$ cat src/rtl/vend_pkg.sv
// vend_pkg: shared types and constants for the vending transaction sequencer.
//   state_e  - controller FSM encoding
//   entry_t  - one stock/price table entry
//   calc_cost - count*price at full product width
package vend_pkg;
  localparam int NUM_PRODUCTS = 4;
  localparam int CODE_W       = 2;
  localparam int CNT_W        = 3;
  localparam int PRICE_W      = 3;
  localparam int COST_W       = CNT_W + PRICE_W;  // 7*7 = 49 fits in 6 bits

  typedef enum logic [2:0] {
    IDLE     = 3'd0,
    CREDIT   = 3'd1,
    CHECK    = 3'd2,
    DISPENSE = 3'd3,
    CHANGE   = 3'd4
  } state_e;

  typedef struct packed {
    logic [CNT_W-1:0]   stock;
    logic [PRICE_W-1:0] price;
  } entry_t;

  function automatic logic [COST_W-1:0] calc_cost(input logic [CNT_W-1:0]   cnt,
                                                  input logic [PRICE_W-1:0] price);
    return COST_W'(cnt) * COST_W'(price);
  endfunction
endpackage

$ cat src/rtl/vend_stock_table.sv
// vend_stock_table: NUM_PRODUCTS x {stock, price} register file.
//   clk, rst_n                       clock / async active-low reset (clears table)
//   rd_code -> rd_stock, rd_price    asynchronous read port
//   wr_en, wr_code, wr_stock, wr_price  configuration write
//   dec_en, dec_code, dec_count      stock decrement after a dispense
// Decrement wins over write; the controller never issues both together.
module vend_stock_table
  import vend_pkg::*;
(
  input  logic               clk,
  input  logic               rst_n,
  input  logic [CODE_W-1:0]  rd_code,
  output logic [CNT_W-1:0]   rd_stock,
  output logic [PRICE_W-1:0] rd_price,
  input  logic               wr_en,
  input  logic [CODE_W-1:0]  wr_code,
  input  logic [CNT_W-1:0]   wr_stock,
  input  logic [PRICE_W-1:0] wr_price,
  input  logic               dec_en,
  input  logic [CODE_W-1:0]  dec_code,
  input  logic [CNT_W-1:0]   dec_count
);
  entry_t [NUM_PRODUCTS-1:0] tbl_q;

  for (genvar i = 0; i < NUM_PRODUCTS; i++) begin : g_ent
    entry_t ent_q, ent_d;

    always_comb begin
      ent_d = ent_q;
      if (dec_en && dec_code == CODE_W'(i))
        ent_d.stock = ent_q.stock - dec_count;
      else if (wr_en && wr_code == CODE_W'(i))
        ent_d = '{stock: wr_stock, price: wr_price};
    end

    always_ff @(posedge clk or negedge rst_n) begin
      if (!rst_n) ent_q <= '0;
      else        ent_q <= ent_d;
    end

    assign tbl_q[i] = ent_q;
  end

  assign rd_stock = tbl_q[rd_code].stock;
  assign rd_price = tbl_q[rd_code].price;
endmodule

$ cat src/rtl/vend_controller.sv
// vend_controller: transaction sequencer for the 4-product vending datapath.
//   clk, rst_n                     clock / async active-low reset
//   coin_valid, coin_value         coin strobe (value 0 is not a coin)
//   sel_valid, sel_code, sel_count selection strobe
//   cancel                         refund request (CREDIT only)
//   cfg_we, cfg_code, cfg_stock, cfg_price  table write (IDLE only)
//   disp_req, disp_code, disp_count, disp_ack  dispense handshake
//   change_valid, change_amt       one-cycle change/refund pulse
//   credit                         current credit
//   coin_reject, sel_error         one-cycle rejection pulses
//   busy                           high in CHECK, DISPENSE, CHANGE
// Every output is a flop loaded from the next-state values, so outputs
// line up with the state they describe.
module vend_controller
  import vend_pkg::*;
#(
  parameter int CREDIT_W = 6,
  parameter int TIMEOUT  = 255,
  parameter int TMO_W    = 8
) (
  input  logic                clk,
  input  logic                rst_n,
  input  logic                coin_valid,
  input  logic [3:0]          coin_value,
  input  logic                sel_valid,
  input  logic [1:0]          sel_code,
  input  logic [2:0]          sel_count,
  input  logic                cancel,
  input  logic                cfg_we,
  input  logic [1:0]          cfg_code,
  input  logic [2:0]          cfg_stock,
  input  logic [2:0]          cfg_price,
  output logic                disp_req,
  output logic [1:0]          disp_code,
  output logic [2:0]          disp_count,
  input  logic                disp_ack,
  output logic                change_valid,
  output logic [CREDIT_W-1:0] change_amt,
  output logic [CREDIT_W-1:0] credit,
  output logic                coin_reject,
  output logic                sel_error,
  output logic                busy
);
  localparam int XW = CREDIT_W + COST_W;  // common width for credit/cost compare

  state_e state_q, state_d;

  logic [CREDIT_W-1:0] credit_q, credit_d;
  logic [CREDIT_W-1:0] cost_q, cost_d;
  logic [TMO_W-1:0]    tmo_q, tmo_d;
  logic [CODE_W-1:0]   sel_code_q, sel_code_d;
  logic [CNT_W-1:0]    sel_cnt_q, sel_cnt_d;

  logic                disp_req_q, disp_req_d;
  logic [CODE_W-1:0]   disp_code_q, disp_code_d;
  logic [CNT_W-1:0]    disp_count_q, disp_count_d;
  logic                change_valid_q, change_valid_d;
  logic [CREDIT_W-1:0] change_amt_q, change_amt_d;
  logic                coin_reject_q, coin_reject_d;
  logic                sel_error_q, sel_error_d;
  logic                busy_q, busy_d;

  logic                coin_ev, coin_fits, coin_rej, sel_err;
  logic                cfg_wr, dec_en, check_ok;
  logic [CREDIT_W:0]   coin_sum;
  logic [COST_W-1:0]   cost_full;
  logic [CNT_W-1:0]    tbl_stock;
  logic [PRICE_W-1:0]  tbl_price;

  vend_stock_table u_tbl (
    .clk       (clk),
    .rst_n     (rst_n),
    .rd_code   (sel_code_q),
    .rd_stock  (tbl_stock),
    .rd_price  (tbl_price),
    .wr_en     (cfg_wr),
    .wr_code   (cfg_code),
    .wr_stock  (cfg_stock),
    .wr_price  (cfg_price),
    .dec_en    (dec_en),
    .dec_code  (sel_code_q),
    .dec_count (sel_cnt_q)
  );

  // Coin arithmetic one bit wider so overflow past the credit ceiling shows
  // up in the carry.
  assign coin_ev   = coin_valid && (coin_value != 4'd0);
  assign coin_sum  = {1'b0, credit_q} + (CREDIT_W+1)'(coin_value);
  assign coin_fits = !coin_sum[CREDIT_W];

  assign cost_full = calc_cost(sel_cnt_q, tbl_price);
  assign check_ok  = (sel_cnt_q != '0) && (sel_cnt_q <= tbl_stock) &&
                     (XW'(credit_q) >= XW'(cost_full));

  // State register
  always_ff @(posedge clk or negedge rst_n) begin
    if (!rst_n) state_q <= IDLE;
    else        state_q <= state_d;
  end

  // Next state and datapath
  always_comb begin
    state_d    = state_q;
    credit_d   = credit_q;
    cost_d     = cost_q;
    tmo_d      = tmo_q;
    sel_code_d = sel_code_q;
    sel_cnt_d  = sel_cnt_q;
    coin_rej   = 1'b0;
    sel_err    = 1'b0;
    cfg_wr     = 1'b0;
    dec_en     = 1'b0;
    unique case (state_q)
      IDLE: begin
        cfg_wr = cfg_we;
        tmo_d  = '0;
        sel_err = sel_valid;
        if (coin_ev) begin
          if (coin_fits) begin
            credit_d = coin_sum[CREDIT_W-1:0];
            state_d  = CREDIT;
          end else begin
            coin_rej = 1'b1;
          end
        end
      end
      CREDIT: begin
        // cancel > sel_valid > coin; a coin losing arbitration is rejected
        if (cancel) begin
          coin_rej = coin_ev;
          state_d  = CHANGE;
        end else if (sel_valid) begin
          coin_rej   = coin_ev;
          sel_code_d = sel_code;
          sel_cnt_d  = sel_count;
          state_d    = CHECK;
        end else if (coin_ev && coin_fits) begin
          credit_d = coin_sum[CREDIT_W-1:0];
          tmo_d    = '0;
        end else begin
          coin_rej = coin_ev;
          if (tmo_q == TMO_W'(TIMEOUT - 1)) state_d = CHANGE;
          else                              tmo_d   = tmo_q + 1'b1;
        end
      end
      CHECK: begin
        coin_rej = coin_ev;
        if (check_ok) begin
          // A passing check implies cost <= credit, so the narrowing is lossless.
          cost_d  = CREDIT_W'(cost_full);
          state_d = DISPENSE;
        end else begin
          sel_err = 1'b1;
          tmo_d   = '0;
          state_d = CREDIT;
        end
      end
      DISPENSE: begin
        coin_rej = coin_ev;
        if (disp_ack) begin
          dec_en   = 1'b1;
          credit_d = credit_q - cost_q;
          state_d  = CHANGE;
        end
      end
      CHANGE: begin
        coin_rej = coin_ev;
        credit_d = '0;
        state_d  = IDLE;
      end
      default: state_d = IDLE;
    endcase
  end

  // Output next values, decoded from the state being entered
  always_comb begin
    disp_req_d     = (state_d == DISPENSE);
    disp_code_d    = disp_req_d ? sel_code_d : '0;
    disp_count_d   = disp_req_d ? sel_cnt_d  : '0;
    change_valid_d = (state_d == CHANGE);
    change_amt_d   = change_valid_d ? credit_d : '0;
    coin_reject_d  = coin_rej;
    sel_error_d    = sel_err;
    busy_d         = (state_d == CHECK) || (state_d == DISPENSE) || (state_d == CHANGE);
  end

  always_ff @(posedge clk or negedge rst_n) begin
    if (!rst_n) begin
      credit_q       <= '0;
      cost_q         <= '0;
      tmo_q          <= '0;
      sel_code_q     <= '0;
      sel_cnt_q      <= '0;
      disp_req_q     <= 1'b0;
      disp_code_q    <= '0;
      disp_count_q   <= '0;
      change_valid_q <= 1'b0;
      change_amt_q   <= '0;
      coin_reject_q  <= 1'b0;
      sel_error_q    <= 1'b0;
      busy_q         <= 1'b0;
    end else begin
      credit_q       <= credit_d;
      cost_q         <= cost_d;
      tmo_q          <= tmo_d;
      sel_code_q     <= sel_code_d;
      sel_cnt_q      <= sel_cnt_d;
      disp_req_q     <= disp_req_d;
      disp_code_q    <= disp_code_d;
      disp_count_q   <= disp_count_d;
      change_valid_q <= change_valid_d;
      change_amt_q   <= change_amt_d;
      coin_reject_q  <= coin_reject_d;
      sel_error_q    <= sel_error_d;
      busy_q         <= busy_d;
    end
  end

  assign credit       = credit_q;
  assign disp_req     = disp_req_q;
  assign disp_code    = disp_code_q;
  assign disp_count   = disp_count_q;
  assign change_valid = change_valid_q;
  assign change_amt   = change_amt_q;
  assign coin_reject  = coin_reject_q;
  assign sel_error    = sel_error_q;
  assign busy         = busy_q;
endmodule
$ cat config.mk
export PLATFORM = sky130hd
export DESIGN_NAME = vend_controller
export DESIGN_NICKNAME = d
export VERILOG_FILES = /design/src/rtl/vend_pkg.sv /design/src/rtl/vend_stock_table.sv /design/src/rtl/vend_controller.sv
export SDC_FILE = /design/constraint.sdc
export NUM_CORES = 1
export LEC_CHECK = 0
export CAP_MARGIN = 20
export CORE_ASPECT_RATIO = 0.8
export CORE_MARGIN = 2
export CORE_UTILIZATION = 50
export CTS_BUF_LIST = sky130_fd_sc_hd__clkbuf_8
export DETAILED_ROUTE_END_ITERATION = 10
export DONT_BUFFER_PORTS = 1
export PLACE_DENSITY_LB_ADDON = 0.3
export SLEW_MARGIN = 20
export SYNTH_ARGS = -nofsm -noshare
export SYNTH_HDL_FRONTEND = slang
export SYNTH_SLANG_ARGS = --single-unit
$ cat constraint.sdc
create_clock -name clk -period 6.7 [get_ports clk]
set_input_delay 0.67 -clock clk [delete_from_list [all_inputs] [get_ports clk]]
set_output_delay 0.67 -clock clk [all_outputs]
set_load 0.01 [all_outputs]
Word-level counts from Yosys, hierarchy flattened
Cells that the tools add are included.

Add/subtract/negate cells: 7. Multiply operators: 1. $lt $le $gt $ge: 3. Eq/ne operators: 18. Muxes and demuxes: 52. Bitwise logic cells: 4. Reduce and logical (&&, ||, !) cells: 32.

Operator list (count): $mux 6 (12); $mux 3 (15); $mux 8 (5); $pmux 6 s4 (1); $pmux 8 s3 (1); $bmux 6 s2 (1); $eq 3x2->1 const B (4); $logic_and 1x1->1 (12); $pmux 3 s4 (1); $sub 3x3->3 (4); $mux 2 (5); $reduce_and 2->1 (5); $mux 1 (9); $add 8x1->8 const B (1); $eq 2x2->1 const B (4); $eq 8x8->1 const B (1); $reduce_bool 2->1 (4); $add 6x4->7 (1); $eq 3x3->1 const B (2); $ge 6x6->1 (1); $mul 3x3->6 (1); $ne 2x2->1 const B (3); $reduce_bool 3->1 (2); $sub 6x6->6 (1); 15 further kinds (21).

Bits in registers: 68. Output and inout bits: 22. Logic and storage cells: 139.

Logic depth before layout (Yosys ltp)
Word-level depth: 10. Depth in mapped cells: 15. Gate-level depth less buffers: 13.

By module
Synthesis repeated with hierarchy kept, for this count alone.

Cells, all modules: 402. Area, all modules: 4375.4 µm².

Modules (own cells, without submodules): vend_controller (instances 1, cells each 295, area each 2882.8 µm², seq. area each 1101.1 µm²); vend_stock_table (instances 1, cells each 107, area each 1492.7 µm², seq. area each 600.6 µm²).

Least setup slack after synthesis
OpenSTA, ideal clock, no wires.

Path kind: reg2reg. Start point: reg sel_code_q[0]. End point: reg busy_q (netlist: busy). Library setup time: 142 ps. Arrival: 4073 ps. Setup slack: 2485 ps. Cell stages (with the launch flop): 15. Clock period less this slack: 4215 ps. Path through: dfrtp_1 -> buf_1 -> mux4_2 -> and2_1 -> fa_1 -> ha_1 -> fa_1 -> inv_1 -> ha_1 -> a211o_1 -> o211ai_1 -> o21ai_0 -> nand4_1 -> a21boi_1 -> nand3_1.

Cells in the longest elaborated chain, start to end: 10. Elaborated cells between the ends (all ways): 14. Those cells by class: 1 x mul; 2 x order compare; 3 x eq/ne; 4 x mux; 4 x reduce/logical.

Ends and longest elaborated chain: start: declaration (RTL line vend_controller.sv:51) `logic [CODE_W-1:0] sel_code_q, sel_code_d;`; start signal: assignment (RTL line vend_controller.sv:206) `sel_code_q <= sel_code_d;`; $bmux 6 s2 * (RTL line vend_stock_table.sv:45) `assign rd_price = tbl_q[rd_code].price;`; $mux 6 (implied by the code) * (RTL line vend_stock_table.sv:44) `assign rd_stock = tbl_q[rd_code].stock;`; $mul 3x3->6 * (RTL line vend_pkg.sv:27) `return COST_W'(cnt) * COST_W'(price);`; named net cost_full[3] (RTL line vend_controller.sv:66) `logic [COST_W-1:0] cost_full;`; $ge 6x6->1 * (RTL line vend_controller.sv:93) `(XW'(credit_q) >= XW'(cost_full));`; $logic_and 1x1->1 * (RTL line vend_controller.sv:92) `assign check_ok = (sel_cnt_q != '0) && (sel_cnt_q <= tbl_stock) &&`; $mux 2 * (RTL line vend_controller.sv:148) `if (check_ok) begin`; $pmux 3 s4 * (RTL line vend_controller.sv:113) `unique case (state_q)`; $eq 3x2->1 (RTL line vend_controller.sv:184) `busy_d = (state_d == CHECK) || (state_d == DISPENSE) || (state_d == CHANGE);`; $logic_or 1x1->1 (RTL line vend_controller.sv:184); $logic_or 1x1->1 * (RTL line vend_controller.sv:184); named net busy_d (RTL line vend_controller.sv:61) `logic busy_q, busy_d;`; end signal: assignment (RTL line vend_controller.sv:215) `busy_q <= busy_d;`; end: declaration (RTL line vend_controller.sv:61).

The timed path passes the listed nets; every way through them passes the cells marked *. The select of a mux whose other input is x is not followed. A chain may end at the register's enable or synchronous reset.

Worst setup path in the final report
Ends and elaborated chain as after synthesis.

==> flow_metrics.tcl <==
set metrics [dict create \
    grt_antenna_before_repair 0 \
    grt_pass1_wl_um 15500 \
    syn-instance-count 406 \
    period_share 0.713 \
    cts_max_path_buffers 2 \
    numPortBuffers 0 \
    insertion_delay_ns 0.34 \
    rsz0062_at_grt "no" \
    path_class "register to register" \
    grt_usage 0.218 \
    peakVddDrop_mv 0.276 \
    crit_path_top_delay_cell "dfrtp_1" \
    viasPerCell 6.14 \
    critPathMaxStageDelay_ns 0.68 \
    most-common-layout-cells "dfrtp_1 (68), inv_1 (37), nor2_1 (33), ha_1 (29)" \
    cts_buffers 9 \
    arrival_ns 4.97 \
    grt_pass1_vias 3042 \
    clock_sinks 68 \
    p_leak_nw 2.09 \
    synthTopCellsByArea "dfrtp_1 (40%), ha_1 (8.6%), mux2_2 (4.0%)" \
    synth_edf_count 0 \
    route.vias.total 3215 \
    drt-total-wl_um 9770 \
    syn_nets 467 \
    grt_max_degree 69 \
    post_synth_and_or_nand_nor_area_fraction 0.162 \
    powerDensity_nw_per_um2 498 \
    clkPwrFrac 0.146 \
    drive_above_1_share 0.127 \
    reg2reg_from "sel_code_q[0]" \
    diodes 0 \
    syn_area_per_cell_sq_um 10.4 \
    cp.required_ns 6.90 \
    slew_viol_final 0 \
    status "finished, final reports clean" \
    swShare 0.436 \
    switchingPower_mw 0.988 \
    hold_class "input pin to async pin" \
    share_seq_of_total_power 0.339 \
    start_util 0.524 \
    p_int_mw 1.28 \
    power_mw 2.27 \
    yosys.area.top_type "dfrtp_1" \
    setup_viol 0 \
    syn-cell-area_sq_um 4220 \
    design_area_sq_um 4550 \
    drcViolationCount 0 \
    drv_cap 0 \
    root_buffer "clkbuf_8" \
    seq_area_frac_synth 0.403 \
    skew_ns 0.0143 \
    gp_congestion 0.901 \
    ys_types 58 \
    mostFrequentLayoutCell "dfrtp_1" \
    crit_path_max_fanout 13 \
    maxClockFrequency_mhz 209 \
    synth-compound-area-share 0.174 \
    timing.hold.ws_ns 0.0317 \
    critPathCaptureType "register" \
    core_region_area_sq_um 8060 \
    clk_pin_slew_ns 0.08 \
    synth_top_area_share 0.403 \
    synth_seq_cells 68 \
    placed_area_sq_um 4320 \
    muxShareOfSynthArea 0.0792 \
    drt_iter0_drc 199 \
    post_drt_wl_per_cell_um 18.6 \
    setup-tns-final_ns 0 \
    h-tree-depth 3 \
    critical_path_buf_inv_count 1 \
    yosys_warnings 0 \
    crit_chain "mux4_2 > and2_1 > fa_1 > ha_1 > fa_1 > inv_1 > ha_1 > a211o_1 > o211ai_1 > o21ai_0 > nand4_1 > a21boi_1 > nand3_1" \
    timing_hold_violations_final 0 \
    worstMarginPinSlew_ns 0.690 \
    hpwl_um 7110 \
    ios 46 \
    nNetsFinal 472 \
    synth_fa_ha_area_frac 0.124 \
    async_flop_share 1.00 \
    min_period_ns 4.78 \
    first_pass_iters 5 \
    power_frac_comb 0.515 \
    final_util 0.565 \
    row_count 29 \
    r2r_slack_ns 1.92 \
    overflow 0 \
    die_w_um 107 \
    cts_resized 0 \
    crit_family "adder cells" \
    die_area_sq_um 9190 \
    area_growth_syn_to_layout_pct 7.80 \
    cts_tree "yes" \
    ys.flop_type "dfrtp_1" \
    synth-xor-area-share 0.0166 \
    cp-start-kind "register" \
    maxSlewHeadroom 0.539 \
    synth_top_family_by_area "compound AO/OA/AOI/OAI gates" \
    drtAntennaViolNets 0 \
    r2r-end "busy" \
    fp.dieH_um 86.2 \
    r2r_cells 13 \
]
repair_timing:
item / 4_1_cts / 5_1_grt
buffers inserted: 0 / 0
setup endpoints to repair: 0 / 0
endpoints found under the hold margin: 0 / 25
hold buffers: 0 / 3
per-layer routing:
metal  GRT usage  vias up  wire length [um]
met1       0.311     1616              4640
met4      0.0543        0               127
met2       0.327      108              4330
met5           0        -                 0
li1            -     1473                 -
met3      0.0653       18               676
worst register-to-register path, delay by kind of cell, from the launching register on:
family | cells | cell delay (ns)
muxes | 1 | 0.60
DFF | 1 | 0.68
buffers and inverters | 1 | 0.06
AOI/OAI and AO/OA | 4 | 1.16
adders and majority gates | 4 | 1.49
and+or+nand+nor | 3 | 0.66
stage by stage:
stage,setup slack [ns],instances
CTS,1.94,521
global placement,2.15,505
finish,1.92,524
detailed placement,1.91,505
global route,1.53,524
floorplan,2.49,406
power by group through the flow:
stage / registers (mW) / clock network [mW] / logic (mW)
after floorplan: 0.663 / 0 / 0.977
after global placement: 0.767 / 0 / 1.09
after detailed placement: 0.769 / 0 / 1.15
after CTS: 0.766 / 0.339 / 1.15
after global routing: 0.791 / 0.358 / 1.32
final: 0.768 / 0.331 / 1.17
layout make-up:
type                       count  area, sq um
clock buffer                   9          124
clock inverter                 7         68.8
fill                         697         3510
inverter                      36          135
multi-input combinational    293         2340
sequential                    68         1700
tap                          108          135
timing repair buffer           3         40.0
worst max-delay path by stage:
stage                       start    to  slack, ns  cells past startpoint
finish              sel_code_q[0]  busy       1.92                     13
global route        sel_code_q[0]  busy       1.53                     12
CTS                 sel_code_q[0]  busy       1.94                     13
detailed placement  sel_code_q[0]  busy       1.91                     13
global placement    sel_code_q[0]  busy       2.15                     13
floorplan           sel_code_q[0]  busy       2.49                     14
state kept, by name, summed over array words and instances, names as in the netlist:
name and count:
busy 1, change_amt 6, change_valid 1, coin_reject 1, cost_q 6, credit 6
disp_code 2, disp_count 3, disp_req 1, sel_cnt_q 3, sel_code_q 2, sel_error 1
state_q 3, tmo_q 8, u_tbl.g_ent.ent_q 24
Yosys cell counts, drive strengths merged (2+ instances only):
cell type and count:
clkbuf 5, nand4 2, a211o 4, dfrtp 68
a31oi 4, o2111ai 2, nor2 34, mux2i 3
nand4b 3, or2 3, o211ai 6, fa 8
nor2b 5, and2 14, a221o 13, nand2b 7
ha 29, xor2 3, inv 36, buf 4
nor4b 2, a21oi 19, mux2 15, a211oi 3
mux4 6, or3 5, a21o 8, o21ai 23
xnor2 5, nand2 24, nor3 5, nand3 8
nor3b 4, nand3b 6, and3 4, o21a 3
a21boi 2
cells by family (layout without fill, tap and decap cells):
logic type	count (synthesis)	after routing
and+or+nand+nor	127	127
muxes	24	24
DFF	68	68
xor gates and xnor gates	8	8
adders and majority gates	37	37
AOI/OAI and AO/OA	97	97
buffers and inverters	45	55
Note: power is estimated with default switching activity, not from simulation.
